<file path="src/rtl/fe_tx_engine.sv">
// fe_tx_engine: UTMI transmit-side link engine.
// Buffers one payload, then drives PID, payload and optional CRC16 to the PHY.
module fe_tx_engine #(
    parameter int pBUF_ADDR_WIDTH = 6,
    parameter int pGAP_WIDTH      = 8
) (
    input  logic                     fe_clk,
    input  logic                     reset_n,
    input  logic [7:0]               I_wr_data,
    input  logic                     I_wr,
    input  logic [3:0]               I_pid,
    input  logic                     I_crc_en,
    input  logic [pGAP_WIDTH-1:0]    I_gap,
    input  logic                     I_send,
    input  logic                     I_abort,
    input  logic                     fe_txready,
    input  logic                     fe_rxactive,
    output logic                     O_fe_txvalid,
    output logic [7:0]               O_fe_tx_data,
    output logic [1:0]               O_opmode,
    output logic                     O_busy,
    output logic                     O_done,
    output logic [pBUF_ADDR_WIDTH:0] O_buf_count,
    output logic                     O_overflow
);

    localparam int AW    = pBUF_ADDR_WIDTH;
    localparam int DEPTH = 2 ** AW;
    localparam logic [AW:0]           FULL  = (AW+1)'(DEPTH);
    localparam logic [AW:0]           CNT1  = (AW+1)'(1);
    localparam logic [AW-1:0]         PTR1  = AW'(1);
    localparam logic [pGAP_WIDTH-1:0] GAP1  = pGAP_WIDTH'(1);

    typedef enum logic [2:0] {
        S_IDLE, S_GAP, S_PREP, S_PID,
        S_DATA, S_CRC_LO, S_CRC_HI, S_END
    } state_t;

    state_t state, state_nxt;

    logic [pGAP_WIDTH-1:0] gap_cnt;
    logic [3:0]            pid_q;
    logic                  crc_en_q;
    logic [15:0]           crc_q, crc_nxt;
    logic [7:0]            mem [DEPTH];
    logic [AW-1:0]         wr_ptr, rd_ptr, rd_nxt;
    logic                  send_ok, xfer, pop, push, drop;

    logic       txvalid_d, busy_d, done_d;
    logic [7:0] tx_data_d;
    logic [1:0] opmode_d;

    function automatic logic [15:0] crc_byte(input logic [15:0] c,
                                             input logic [7:0]  d);
        logic [15:0] r;
        r = c ^ {8'h00, d};
        for (int i = 0; i < 8; i++)
            r = r[0] ? ((r >> 1) ^ 16'hA001) : (r >> 1);
        return r;
    endfunction

    assign send_ok = (state == S_IDLE) && I_send && !I_abort;
    assign xfer    = O_fe_txvalid && fe_txready;
    assign pop     = (state == S_DATA) && xfer;
    assign push    = (state == S_IDLE) && I_wr && !I_abort &&
                     (O_buf_count != FULL);
    assign drop    = I_wr && ((state != S_IDLE) || (O_buf_count == FULL));
    assign rd_nxt  = rd_ptr + AW'(pop);
    assign crc_nxt = pop ? crc_byte(crc_q, mem[rd_ptr]) : crc_q;

    // State register
    always_ff @(posedge fe_clk or negedge reset_n) begin
        if (!reset_n) state <= S_IDLE;
        else          state <= state_nxt;
    end

    // Next-state decode; abort overrides everything outside IDLE
    always_comb begin
        state_nxt = state;
        if (I_abort && state != S_IDLE) begin
            state_nxt = S_END;
        end else begin
            unique case (state)
                S_IDLE:   if (send_ok) state_nxt = S_GAP;
                S_GAP:    if (!fe_rxactive && gap_cnt == I_gap)
                              state_nxt = S_PREP;
                S_PREP:   state_nxt = S_PID;
                S_PID:    if (xfer)
                              state_nxt = (O_buf_count != '0) ? S_DATA :
                                          crc_en_q ? S_CRC_LO : S_END;
                S_DATA:   if (xfer && O_buf_count == CNT1)
                              state_nxt = crc_en_q ? S_CRC_LO : S_END;
                S_CRC_LO: if (xfer) state_nxt = S_CRC_HI;
                S_CRC_HI: if (xfer) state_nxt = S_END;
                S_END:    state_nxt = S_IDLE;
                default:  state_nxt = S_IDLE;
            endcase
        end
    end

    // Next output values, derived from the state being entered
    always_comb begin
        txvalid_d = 1'b0;
        tx_data_d = 8'h00;
        opmode_d  = 2'b01;
        busy_d    = (state_nxt != S_IDLE);
        done_d    = 1'b0;
        unique case (state_nxt)
            S_PREP: opmode_d = 2'b00;
            S_PID: begin
                txvalid_d = 1'b1;
                tx_data_d = {~pid_q, pid_q};
                opmode_d  = 2'b00;
            end
            S_DATA: begin
                txvalid_d = 1'b1;
                tx_data_d = mem[rd_nxt];
                opmode_d  = 2'b00;
            end
            S_CRC_LO: begin
                txvalid_d = 1'b1;
                tx_data_d = ~crc_nxt[7:0];
                opmode_d  = 2'b00;
            end
            S_CRC_HI: begin
                txvalid_d = 1'b1;
                tx_data_d = ~crc_q[15:8];
                opmode_d  = 2'b00;
            end
            S_END: begin
                opmode_d = O_opmode;
                done_d   = (state != S_END) && !I_abort;
            end
            default: ;
        endcase
    end

    // Register all PHY-facing and status outputs
    always_ff @(posedge fe_clk or negedge reset_n) begin
        if (!reset_n) begin
            O_fe_txvalid <= 1'b0;
            O_fe_tx_data <= 8'h00;
            O_opmode     <= 2'b01;
            O_busy       <= 1'b0;
            O_done       <= 1'b0;
        end else begin
            O_fe_txvalid <= txvalid_d;
            O_fe_tx_data <= tx_data_d;
            O_opmode     <= opmode_d;
            O_busy       <= busy_d;
            O_done       <= done_d;
        end
    end

    // Packet context, gap counter, CRC, FIFO pointers and overflow flag
    always_ff @(posedge fe_clk or negedge reset_n) begin
        if (!reset_n) begin
            gap_cnt     <= '0;
            pid_q       <= 4'h0;
            crc_en_q    <= 1'b0;
            crc_q       <= 16'hFFFF;
            wr_ptr      <= '0;
            rd_ptr      <= '0;
            O_buf_count <= '0;
            O_overflow  <= 1'b0;
        end else begin
            if (send_ok) begin
                pid_q    <= I_pid;
                crc_en_q <= I_crc_en;
                gap_cnt  <= '0;
            end else if (state == S_GAP) begin
                gap_cnt  <= fe_rxactive ? '0 : gap_cnt + GAP1;
            end
            crc_q <= (state == S_PREP) ? 16'hFFFF : crc_nxt;
            if (I_abort) begin
                wr_ptr      <= '0;
                rd_ptr      <= '0;
                O_buf_count <= '0;
            end else if (push) begin
                wr_ptr      <= wr_ptr + PTR1;
                O_buf_count <= O_buf_count + CNT1;
            end else if (pop) begin
                rd_ptr      <= rd_nxt;
                O_buf_count <= O_buf_count - CNT1;
            end
            if (drop)         O_overflow <= 1'b1;
            else if (send_ok) O_overflow <= 1'b0;
        end
    end

    // Payload storage
    always_ff @(posedge fe_clk) begin
        if (push) mem[wr_ptr] <= I_wr_data;
    end

endmodule

</file>
<file path="config.mk">
export PLATFORM = sky130hd
export DESIGN_NAME = fe_tx_engine
export DESIGN_NICKNAME = d
export VERILOG_FILES = /design/src/rtl/fe_tx_engine.sv
export SDC_FILE = /design/constraint.sdc
export NUM_CORES = 1
export LEC_CHECK = 0
export CORE_MARGIN = 3
export CORE_UTILIZATION = 60
export DETAILED_ROUTE_END_ITERATION = 8
export GPL_ROUTABILITY_DRIVEN = 0
export MAX_ROUTING_LAYER = met4
export PLACE_DENSITY = 0.77
export SETUP_SLACK_MARGIN = 0.15
export SLEW_MARGIN = 0
export SYNTH_ARGS = -nofsm -noshare
export SYNTH_HDL_FRONTEND = slang
export SYNTH_SLANG_ARGS = --single-unit
</file>
<file path="constraint.sdc">
create_clock -name fe_clk -period 8 [get_ports fe_clk]
set_input_delay 2.4 -clock fe_clk [delete_from_list [all_inputs] [get_ports fe_clk]]
set_output_delay 2.4 -clock fe_clk [all_outputs]
set_load 0.02 [all_outputs]
</file>
## Yosys cells after proc, flatten, opt, wreduce, memory -nomap -nowiden

Memory sizes are Yosys's and may differ from the RTL's.
Index checks and enable logic that the tools add are counted.
W data, S select, Z words.

- Bits in registers: 65
- Latch bits: 0
- RAM bits: 512
- ROM bits: 0
- Input bits: 28
- Output and inout port bits: 21
- Word-level logic and storage cells: 119
- Memories: 1

Memory list:

| memory | words | width | read ports | clocked after Yosys merged registers in | write ports | line | RTL |
|---|---|---|---|---|---|---|---|
| mem | 64 | 8 | 2 | 0 | 1 | 45 | `logic [7:0] mem [DEPTH];` |

- $add $sub $neg: 5
- $mul: 0
- Divide/modulo/power cells: 0
- $lt $le $gt $ge: 0
- Equal/unequal tests: 19
- Shifts and indexed selects: 0
- Muxes and demuxes: 39
- Bitwise operators: 12
- Reduce and logical (&&, ||, !) cells: 28

Operators by type and width:

| cell | count |
|---|---|
| $mux W16 | 10 |
| $pmux W8 S4 | 1 |
| $mux W6 | 5 |
| $eq A3 B3 Y1 const B | 8 |
| $mux W3 | 8 |
| $mux W8 | 3 |
| $not A2 Y3 | 8 |
| $pmux W3 S8 | 1 |
| $mux W7 | 3 |
| $not A8 Y8 | 2 |
| $xor A16 B8 Y16 | 1 |
| $eq A3 B2 Y1 const B | 4 |
| $logic_and A1 B1 Y1 | 12 |
| $reduce_bool A2 Y1 | 5 |
| $reduce_bool A3 Y1 | 3 |
| $add A8 B1 Y8 const B | 1 |
| $eq A8 B8 Y1 | 1 |
| $add A7 B1 Y7 const B | 1 |
| $eq A7 B1 Y1 const B | 1 |
| $eq A7 B7 Y1 const B | 1 |
| $ne A7 B7 Y1 const B | 1 |
| $reduce_bool A7 Y1 | 1 |
| $sub A7 B1 Y7 const B | 1 |
| $add A6 B1 Y6 | 1 |
| 14 further kinds | 20 |

## Longest topological paths before layout

Gate-level depths: netlist (run 1).
An unclocked memory read counts as a cell.

- Depth in word-level cells: 21
- Depth in mapped cells: 19
- Depth with buffers taken out: 15

## Least setup slack after synthesis (run 1)

OpenSTA, ideal clock, no wires.

- Path type: in2reg
- Start: input fe_txready
- End: register O_fe_tx_data[4]
- Setup time: 0.118 ns
- Arrival: 6.542 ns
- Data required time: 7.882 ns
- Setup slack: 1.340 ns
- Stages: 16
- Path buffers: 5
- Cells stage by stage: nand2_1 -> nor2_1 -> nand3_1 -> inv_1 -> clkbuf_1 -> buf_1 -> ha_1 -> clkbuf_1 -> buf_1 -> buf_1 -> mux4_2 -> mux4_2 -> mux4_2 -> a21oi_1 -> o22ai_1 -> a21o_1

- Word-level cells in the longest chain between the ends: 7
- Elaborated cells on any way between the ends: 18
- Classes of those cells: add/sub: 1; eq/ne: 4; mux: 8; bitwise: 1; reduce/logical: 3; memory: 1

RTL lines:

| element | line | RTL |
|---|---|---|
| from (decl) | 16 | `input logic fe_txready,` |
| $logic_and A1 B1 Y1 (*) | 63 | `assign xfer = O_fe_txvalid && fe_txready;` |
| branches (longest 5 deep; another with $mem_v2 Z64 W8) | n/a |  |
| $pmux W8 S4 (*) | 108 | `unique case (state_nxt)` |
| net tx_data_d[4] | 50 | `logic [7:0] tx_data_d;` |
| to (signal assigned) | 148 | `O_fe_tx_data <= tx_data_d;` |
| to (decl) | 19 | `output logic [7:0] O_fe_tx_data,` |

Mark *: on every way through the listed nets, which the timed path passes. The select of a mux whose other input is x is not followed.
A chain may end at the register's enable or synchronous reset.

## Worst setup path in the final report (run 1)

- Start: input fe_txready
- End: register O_fe_tx_data[0]

The elaborated chain is that of the path after synthesis.

==> results of run 1 <==
## power by group
part | internal (mW) | switching (mW)
clock network | 1.48 | 1.12
logic | 0.397 | 0.458
registers | 3.39 | 0.103
## flip-flops by register name, summed over array words and instances, names as in the netlist
signal / cells
O_buf_count: 7
O_busy: 1
O_done: 1
O_fe_tx_data: 8
O_fe_txvalid: 1
O_opmode: 1
O_overflow: 1
crc_en_q: 1
crc_q: 16
gap_cnt: 8
mem: 512
pid_q: 4
rd_ptr: 6
state: 3
wr_ptr: 6
## kinds of logic after synthesis
| kind of cell | after synthesis | share of synthesized area, % |
|---|---|---|
| compound gates | 188 | 4.453 |
| xor+xnor | 46 | 1.598 |
| fa+ha+maj | 8 | 0.3642 |
| buf+inv | 125 | 2.317 |
| flops | 576 | 61.85 |
| mux | 336 | 24.92 |
| other cells | 1 | 0.01364 |
| simple gates | 271 | 4.489 |
## how the worst max path moves through the flow
stage               start                   endpoint  slack [ns]  cells past startpoint
3_5_place_dp   fe_txready  O_fe_tx_data[0]$_DFF_PN0_        1.37                     14
4_1_cts        fe_txready  O_fe_tx_data[0]$_DFF_PN0_        2.01                     14
3_3_place_gp   fe_txready  O_fe_tx_data[0]$_DFF_PN0_        1.39                     14
2_1_floorplan  fe_txready  O_fe_tx_data[4]$_DFF_PN0_        1.34                     16
6_report       fe_txready  O_fe_tx_data[0]$_DFF_PN0_        1.97                     14
5_1_grt        fe_txready  O_fe_tx_data[1]$_DFF_PN0_        1.80                     15
## cells in the mapped netlist, types with 29 or more instances
cell type	n	area, sq um
a22oi_1	30	225.2
mux2i_1	50	500.5
o21ai_0	29	145.1
xnor2_1	30	262.8
mux4_2	275	6193
dfrtp_1	47	1176
edfxtp_1	512	15370
clkbuf_1	61	229.0
nand2_1	48	180.2
a21oi_1	50	250.2
nor2_1	125	469.2
## routing by layer
metal | routed length [um] | up-vias | GRT usage, % | share of wire [%]
li1 | - | 6475 | - | -
met1 | 26330 | 8235 | 44.23 | 37
met2 | 34100 | 1193 | 47.87 | 47
met3 | 8571 | 201 | 6.178 | 12
met4 | 2928 | 0 | 11.57 | 4.1
met5 | 0 | - | - | 0
## final cells by class
class	instances	area, sq um	share of cell area, %
well taps	592	740.7	2.444
clock buffers	80	1628	5.370
repair buffers	84	828.3	2.732
clock inverters	28	181.4	0.5985
multi-input cells	850	9888	32.62
inverters	11	41.29	0.1362
flip-flops and latches	576	17010	56.10
## through the flow
step / std cells / setup slack [ns] / utilization, %
2_1_floorplan: 1551 / 1.340 / -
3_5_place_dp: 2113 / 1.372 / 63.76
3_3_place_gp: 2113 / 1.389 / 63.76
5_1_grt: 2221 / 1.803 / 67.81
4_1_cts: 2221 / 2.014 / 67.81
6_report: 2221 / 1.968 / 67.81
## worst max-delay path, stage by stage
cell and delay (ns):
clkdlybuf4s50_1 0.43, nand2_1 0.20, nor2_1 0.06, nand3_1 0.15, inv_1 0.11, ha_4 0.60
buf_12 0.27, mux4_2 0.53, mux4_2 0.52, mux4_2 0.53, a21oi_1 0.17, nor2_1 0.05
a221o_1 0.25, a31o_1 0.19
==> metrics.json, run 1 <==
{
  "fillCellCount": {"value": 2842},
  "antenna_violations_before_repair": {"value": 0},
  "most-common-layout-cells": {"value": "edfxtp_1 (512), mux4_2 (275), nor2_1 (125)"},
  "grt-ovfl-total": {"value": 0},
  "timing.setup.critical_path_class": {"value": "in -> reg"},
  "fin_worst_hold_slack": {"value": 0.5079, "unit": "ns"},
  "maxCapViolations": {"value": 0},
  "final.setup_skew": {"value": 0.03785, "unit": "ns"},
  "worstPathMaxFanout": {"value": 20},
  "final_common_cell": {"value": "edfxtp_1"},
  "worst_ir_drop_vdd": {"value": 0.1789, "unit": "mV"},
  "hold_path_class": {"value": "reg -> reg"},
  "postSynthNetCount": {"value": 1587},
  "yosysWarnings": {"value": 0},
  "p_per_area": {"value": 229.4, "unit": "mW/mm^2"},
  "postCtsResizedCells": {"value": 0},
  "first_global_vias": {"value": 15950},
  "drt_first_iter_violations": {"value": 2555},
  "die_width": {"value": 220.0, "unit": "um"},
  "hold_path_start": {"value": "pid_q[1]$_DFFE_PN0P_"},
  "fin_area": {"value": 0.03031, "unit": "sq mm"},
  "ys_dominant_reg_cell": {"value": "edfxtp_1"},
  "syn_area": {"value": 0.02748, "unit": "sq mm"},
  "detail_route.first_pass.iterations": {"value": 7},
  "htree_levels": {"value": 2},
  "syn-mean-instance-area": {"value": 17.72, "unit": "sq um"},
  "clock_sink_count": {"value": 576},
  "layout-drive-gt1-share": {"value": 27.38, "unit": "%"},
  "tns": {"value": 0, "unit": "ns"},
  "vias": {"value": 16100},
  "cellLeakagePower": {"value": 9.380, "unit": "nW"},
  "place_area": {"value": 0.02850, "unit": "sq mm"},
  "slew_violations": {"value": 0},
  "cts.repair_timing.setup_buffer_count": {"value": 0},
  "crit-reg2reg-launch": {"value": "rd_ptr[0]$_DFFE_PN0P_"},
  "grt_setup_unrepaired": {"value": "no"},
  "num_rows": {"value": 77},
  "synth_edf_count": {"value": 512},
  "finalSetupViolCount": {"value": 0},
  "final_hold_viol_count": {"value": 0},
  "n_antenna_cell": {"value": 0},
  "drcViolationCount": {"value": 0},
  "final_nets": {"value": 1617},
  "critical_path.reg2reg.endpoint": {"value": "O_fe_tx_data[0]$_DFF_PN0_"},
  "seq_cells_post_synth": {"value": 576},
  "hpwlAfterDp": {"value": 45760, "unit": "um"},
  "initial_core_util": {"value": 61.48, "unit": "%"},
  "tightest_slew": {"value": 1.375, "unit": "ns"},
  "whs_path_depth": {"value": 1},
  "wire_per_inst": {"value": 32.38, "unit": "um"},
  "kind_of_end_point_of_the_critical_path": {"value": "register"},
  "groute.usage.overall": {"value": 31.75, "unit": "%"},
  "largest_net_degree_at_the_start_of_global_routing": {"value": 69},
  "final_antenna_net_count": {"value": 0},
  "tot_pwr": {"value": 6.955, "unit": "mW"},
  "fmax": {"value": 0.1658, "unit": "GHz"},
  "timing.reg2reg.setup_slack": {"value": 3.06, "unit": "ns"},
  "die_h": {"value": 220.0, "unit": "um"},
  "via_per_inst": {"value": 7.251},
  "area_growth": {"value": 10.30, "unit": "%"},
  "ff2ff_path_depth": {"value": 13},
  "floorplan.io_pins": {"value": 49},
  "final.min_clock_period": {"value": 6.032, "unit": "ns"},
  "max-slew-margin-rel": {"value": 7.971, "unit": "%"},
  "ys_seq_area_share": {"value": 61.85, "unit": "%"},
  "timing.hold.worst_endpoint": {"value": "O_fe_tx_data[5]$_DFF_PN0_"},
  "numCtsBuffers": {"value": 58},
  "tritoncts": {"value": "yes"},
  "netlist-cell-type-count": {"value": 65},
  "outcome": {"value": "completed"},
  "post_synthesis_instance_total": {"value": 1551},
  "core_area": {"value": 0.04470, "unit": "sq mm"},
  "worst-endpoint-arrival": {"value": 6.53, "unit": "ns"},
  "clk-insertion-delay-late": {"value": 0.64, "unit": "ns"},
  "portBuffers": {"value": 47},
  "grt_pass1_wl": {"value": 107000, "unit": "um"},
  "clkSlewWorstSetupHoldPaths": {"value": 0.06, "unit": "ns"},
  "totalWireLength": {"value": 71930, "unit": "um"},
  "cp-start-kind": {"value": "primary input"},
  "holdBufCountCts": {"value": 0},
  "ctsRootBufferMaster": {"value": "clkbuf_16"},
  "worst_ep_required_time": {"value": 8.50, "unit": "ns"},
  "timing.final.crit_share": {"value": 75.40, "unit": "%"},
  "ctsLongestPathBuffers": {"value": 3},
  "ys_async_sr_fraction": {"value": 11.11, "unit": "%"},
  "die_area": {"value": 0.04841, "unit": "sq mm"}
}
(Power assumes the default switching activity.)
==> inputs of run 2 (changes only) <==
--- a/config.mk
+++ b/config.mk
@@ -6,7 +6,7 @@
 export NUM_CORES = 1
 export LEC_CHECK = 0
 export CORE_MARGIN = 3
-export CORE_UTILIZATION = 60
+export CORE_UTILIZATION = 57
 export DETAILED_ROUTE_END_ITERATION = 8
 export GPL_ROUTABILITY_DRIVEN = 0
 export MAX_ROUTING_LAYER = met4
==> constraint.sdc (replaced) <==
create_clock -name fe_clk -period 5.17 [get_ports fe_clk]
set_input_delay 1.551 -clock fe_clk [delete_from_list [all_inputs] [get_ports fe_clk]]
set_output_delay 1.551 -clock fe_clk [all_outputs]
set_load 0.02 [all_outputs]
==> metrics.json, run 2 (synthesized netlist as in run 1, its figures left out) <==
{
  "numCtsBuffers": {"value": 58, "change": "unchanged"},
  "max-slew-margin-rel": {"value": 21.74, "unit": "%", "change": "+14 points"},
  "maxCapViolations": {"value": 0, "change": "unchanged"},
  "num_rows": {"value": 79, "change": "+2.6%"},
  "clkSlewWorstSetupHoldPaths": {"value": 0.06, "unit": "ns", "change": "about the same"},
  "layout-drive-gt1-share": {"value": 32.51, "unit": "%", "change": "+5.1 points"},
  "detail_route.first_pass.iterations": {"value": 5, "change": "-2"},
  "via_per_inst": {"value": 7.175, "change": "-1.0%"},
  "biggest_cell_delay_along_the_critical_path": {"value": 0.59, "unit": "ns", "change": "about the same"},
  "grt_setup_unrepaired": {"value": "no"},
  "initial_core_util": {"value": 58.41, "unit": "%", "change": "-3.1 points"},
  "final.setup.worst_slack": {"value": 0.4675, "unit": "ns", "change": "-1.501 ns"},
  "ctsLongestPathBuffers": {"value": 3, "change": "unchanged"},
  "first_global_vias": {"value": 17000, "change": "+6.6%"},
  "floorplan.io_pins": {"value": 49, "change": "unchanged"},
  "fin_worst_hold_slack": {"value": 0.5044, "unit": "ns", "change": "-0.003468 ns"},
  "pre_cts_slack": {"value": -0.1062, "unit": "ns", "change": "-1.478 ns"},
  "largest_register_ffs": {"value": 512, "change": "unchanged"},
  "area_growth": {"value": 14.47, "unit": "%"},
  "fillCellCount": {"value": 3003, "change": "+5.7%"},
  "drt_first_iter_violations": {"value": 2286, "change": "-11%"},
  "core_area": {"value": 0.04705, "unit": "sq mm", "change": "+5.3%"},
  "final_hold_viol_count": {"value": 0, "change": "unchanged"},
  "fmax": {"value": 0.2127, "unit": "GHz"},
  "fraction_of_the_core_area_covered_by_cells_at_the_end_of_the_flow": {"value": 66.87, "unit": "%", "change": "-0.94 points"},
  "kind_of_end_point_of_the_critical_path": {"value": "register"},
  "cellLeakagePower": {"value": 10.03, "unit": "nW", "change": "+6.9%"},
  "worst_ir_drop_vdd": {"value": 0.2418, "unit": "mV", "change": "+35%"},
  "totalWireLength": {"value": 76240, "unit": "um", "change": "+6.0%"},
  "tns": {"value": 0, "unit": "ns", "change": "unchanged"},
  "crit_buf_inv": {"value": 4, "change": "+1"},
  "hold_path_class": {"value": "reg -> reg"},
  "holdBufCountCts": {"value": 0, "change": "unchanged"},
  "most-common-layout-cells": {"value": "edfxtp_1 (512), mux4_2 (275), nor2_1 (125)"},
  "path_cells": {"value": "clkdlybuf4s50_1 > nand2_1 > nor2_1 > nand3_2 > inv_1 > ha_4 > ha_4 > buf_12 > buf_4 > mux4_2 > mux4_2 > mux4_2 > a21oi_1 > o22ai_1 > a21o_1"},
  "worst_ep_required_time": {"value": 5.68, "unit": "ns", "change": "-2.82 ns"},
  "portBuffers": {"value": 47, "change": "unchanged"},
  "cpLargestDelayFamily": {"value": "multiplexers"},
  "ctsRootBufferMaster": {"value": "clkbuf_16"},
  "tightest_slew": {"value": 1.174, "unit": "ns", "change": "-0.2014 ns"},
  "timing.final.crit_share": {"value": 90.96, "unit": "%"},
  "antenna_violations_before_repair": {"value": 4, "change": "+4"},
  "largest_register": {"value": "mem"},
  "clock_sink_count": {"value": 576, "change": "unchanged"},
  "tot_pwr": {"value": 11.11, "unit": "mW", "change": "+60%"},
  "layout_top_registers": {"value": "mem (512), crc_q (16)"},
  "final.setup_skew": {"value": 0.02759, "unit": "ns", "change": "-0.01025 ns"},
  "slew_violations": {"value": 0, "change": "unchanged"},
  "worst-endpoint-arrival": {"value": 5.22, "unit": "ns", "change": "-1.31 ns"},
  "grt_pass1_wl": {"value": 113100, "unit": "um", "change": "+5.6%"},
  "final_antenna_net_count": {"value": 0, "change": "unchanged"},
  "clk-insertion-delay-late": {"value": 0.63, "unit": "ns", "change": "about the same"},
  "crit_path_frequent_cell": {"value": "mux4_2"},
  "postCtsResizedCells": {"value": 0, "change": "unchanged"},
  "placed_cells": {"value": 2233, "change": "+5.7%"},
  "final_common_cell": {"value": "edfxtp_1"},
  "cp-start-kind": {"value": "primary input"},
  "hpwlAfterDp": {"value": 49980, "unit": "um", "change": "+9.2%"},
  "place_area": {"value": 0.02949, "unit": "sq mm", "change": "+3.5%"},
  "die_area": {"value": 0.05089, "unit": "sq mm", "change": "+5.1%"},
  "outcome": {"value": "completed"},
  "p_per_area": {"value": 353.0, "unit": "mW/mm^2", "change": "+54%"},
  "die_width": {"value": 225.6, "unit": "um", "change": "+2.5%"},
  "final.min_clock_period": {"value": 4.702, "unit": "ns"},
  "stdcell_count": {"value": 2347, "change": "+5.7%"},
  "htree_levels": {"value": 2, "change": "unchanged"},
  "vias": {"value": 16840, "change": "+4.6%"},
  "largest_net_degree_at_the_start_of_global_routing": {"value": 65, "change": "-5.8%"},
  "worstPathMaxFanout": {"value": 14, "change": "-30%"},
  "final_nets": {"value": 1722, "change": "+6.5%"},
  "finalSetupViolCount": {"value": 0, "change": "unchanged"},
  "wire_per_inst": {"value": 32.48, "unit": "um", "change": "+0.31%"},
  "die_h": {"value": 225.6, "unit": "um", "change": "+2.5%"},
  "worst_path_max_delay_cell": {"value": "mux4_2"},
  "timing.setup.critical_path_class": {"value": "in -> reg"},
  "fin_area": {"value": 0.03146, "unit": "sq mm", "change": "+3.8%"},
  "groute.usage.overall": {"value": 31.77, "unit": "%", "change": "about the same"},
  "tritoncts": {"value": "yes"},
  "drcViolationCount": {"value": 0, "change": "unchanged"},
  "cts.repair_timing.setup_buffer_count": {"value": 0, "change": "unchanged"},
  "grt-ovfl-total": {"value": 0, "change": "unchanged"}
}
-- run 2: changes by cell type in the layout (fill, tap and decap cells not counted), moves of 4 or more --
cell,change
clkinv_1,-7
buf_4,+92
clkbuf_1,-4
buf_12,+13
clkinv_2,+6
clkinvlp_4,+7
diode_2,+5
bufinv_16,+5
-- run 2: routing by layer --
layer	vias to the layer above	wire length, um	share of wire [%]	GRT usage, %
met5	-	0	0	-
met4	0	3952	5.2	13.74
met3	247	8478	11	6.226
met2	1243	36820	48	49.67
met1	8655	27000	35	41.44
li1	6695	-	-	-
-- run 2: final timing paths --
path,slack (ns),depth (start not counted),endpoint,startpoint
hold / removal,0.50,2,O_opmode[0]$_DFFE_PN1N_,O_opmode[0]$_DFFE_PN1N_
max in group asynchronous,3.22,2,O_opmode[0]$_DFFE_PN1N_,reset_n
min in group asynchronous,0.96,1,rd_ptr[1]$_DFFE_PN0P_,reset_n
setup / recovery,0.47,15,O_fe_tx_data[7]$_DFF_PN0_,fe_txready
setup reg to reg,0.79,12,O_fe_tx_data[0]$_DFF_PN0_,rd_ptr[0]$_DFFE_PN0P_
hold reg to reg,0.50,2,O_opmode[0]$_DFFE_PN1N_,O_opmode[0]$_DFFE_PN1N_
-- run 2: power breakdown --
group / total (mW) / leakage [nW] / internal (mW) / switching (mW)
clock network: 4.31 / 0.944 / 2.52 / 1.79
registers: 5.41 / 5.39 / 5.25 / 0.163
logic: 1.38 / 3.69 / 0.647 / 0.734
total: 11.1 / 10.0 / 8.42 / 2.69
-- run 2: area by class of cell --
type	count	area, sq um	share of cell area [%]
Sequential cell	576	17010	54.05
Multi-Input combinational cell	850	9905	31.48
Timing Repair Buffer	189	1779	5.655
Clock buffer	72	1588	5.047
Tap cell	607	759.5	2.414
Clock inverter	37	370.4	1.177
Inverter	11	41.29	0.1312
Antenna cell	5	12.51	0.03977
-- run 2: worst reg2reg max path: stages (launching register included) --
cell and delay (ns):
dfrtp_4 0.68, buf_4 0.33, mux4_1 0.59, nand2b_1 0.10, a31oi_1 0.13, o21ai_0 0.58
a22oi_1 0.20, xnor2_1 0.27, xor2_1 0.28, xnor2_1 0.24, xnor3_1 0.45, xor2_1 0.18
a31o_1 0.24
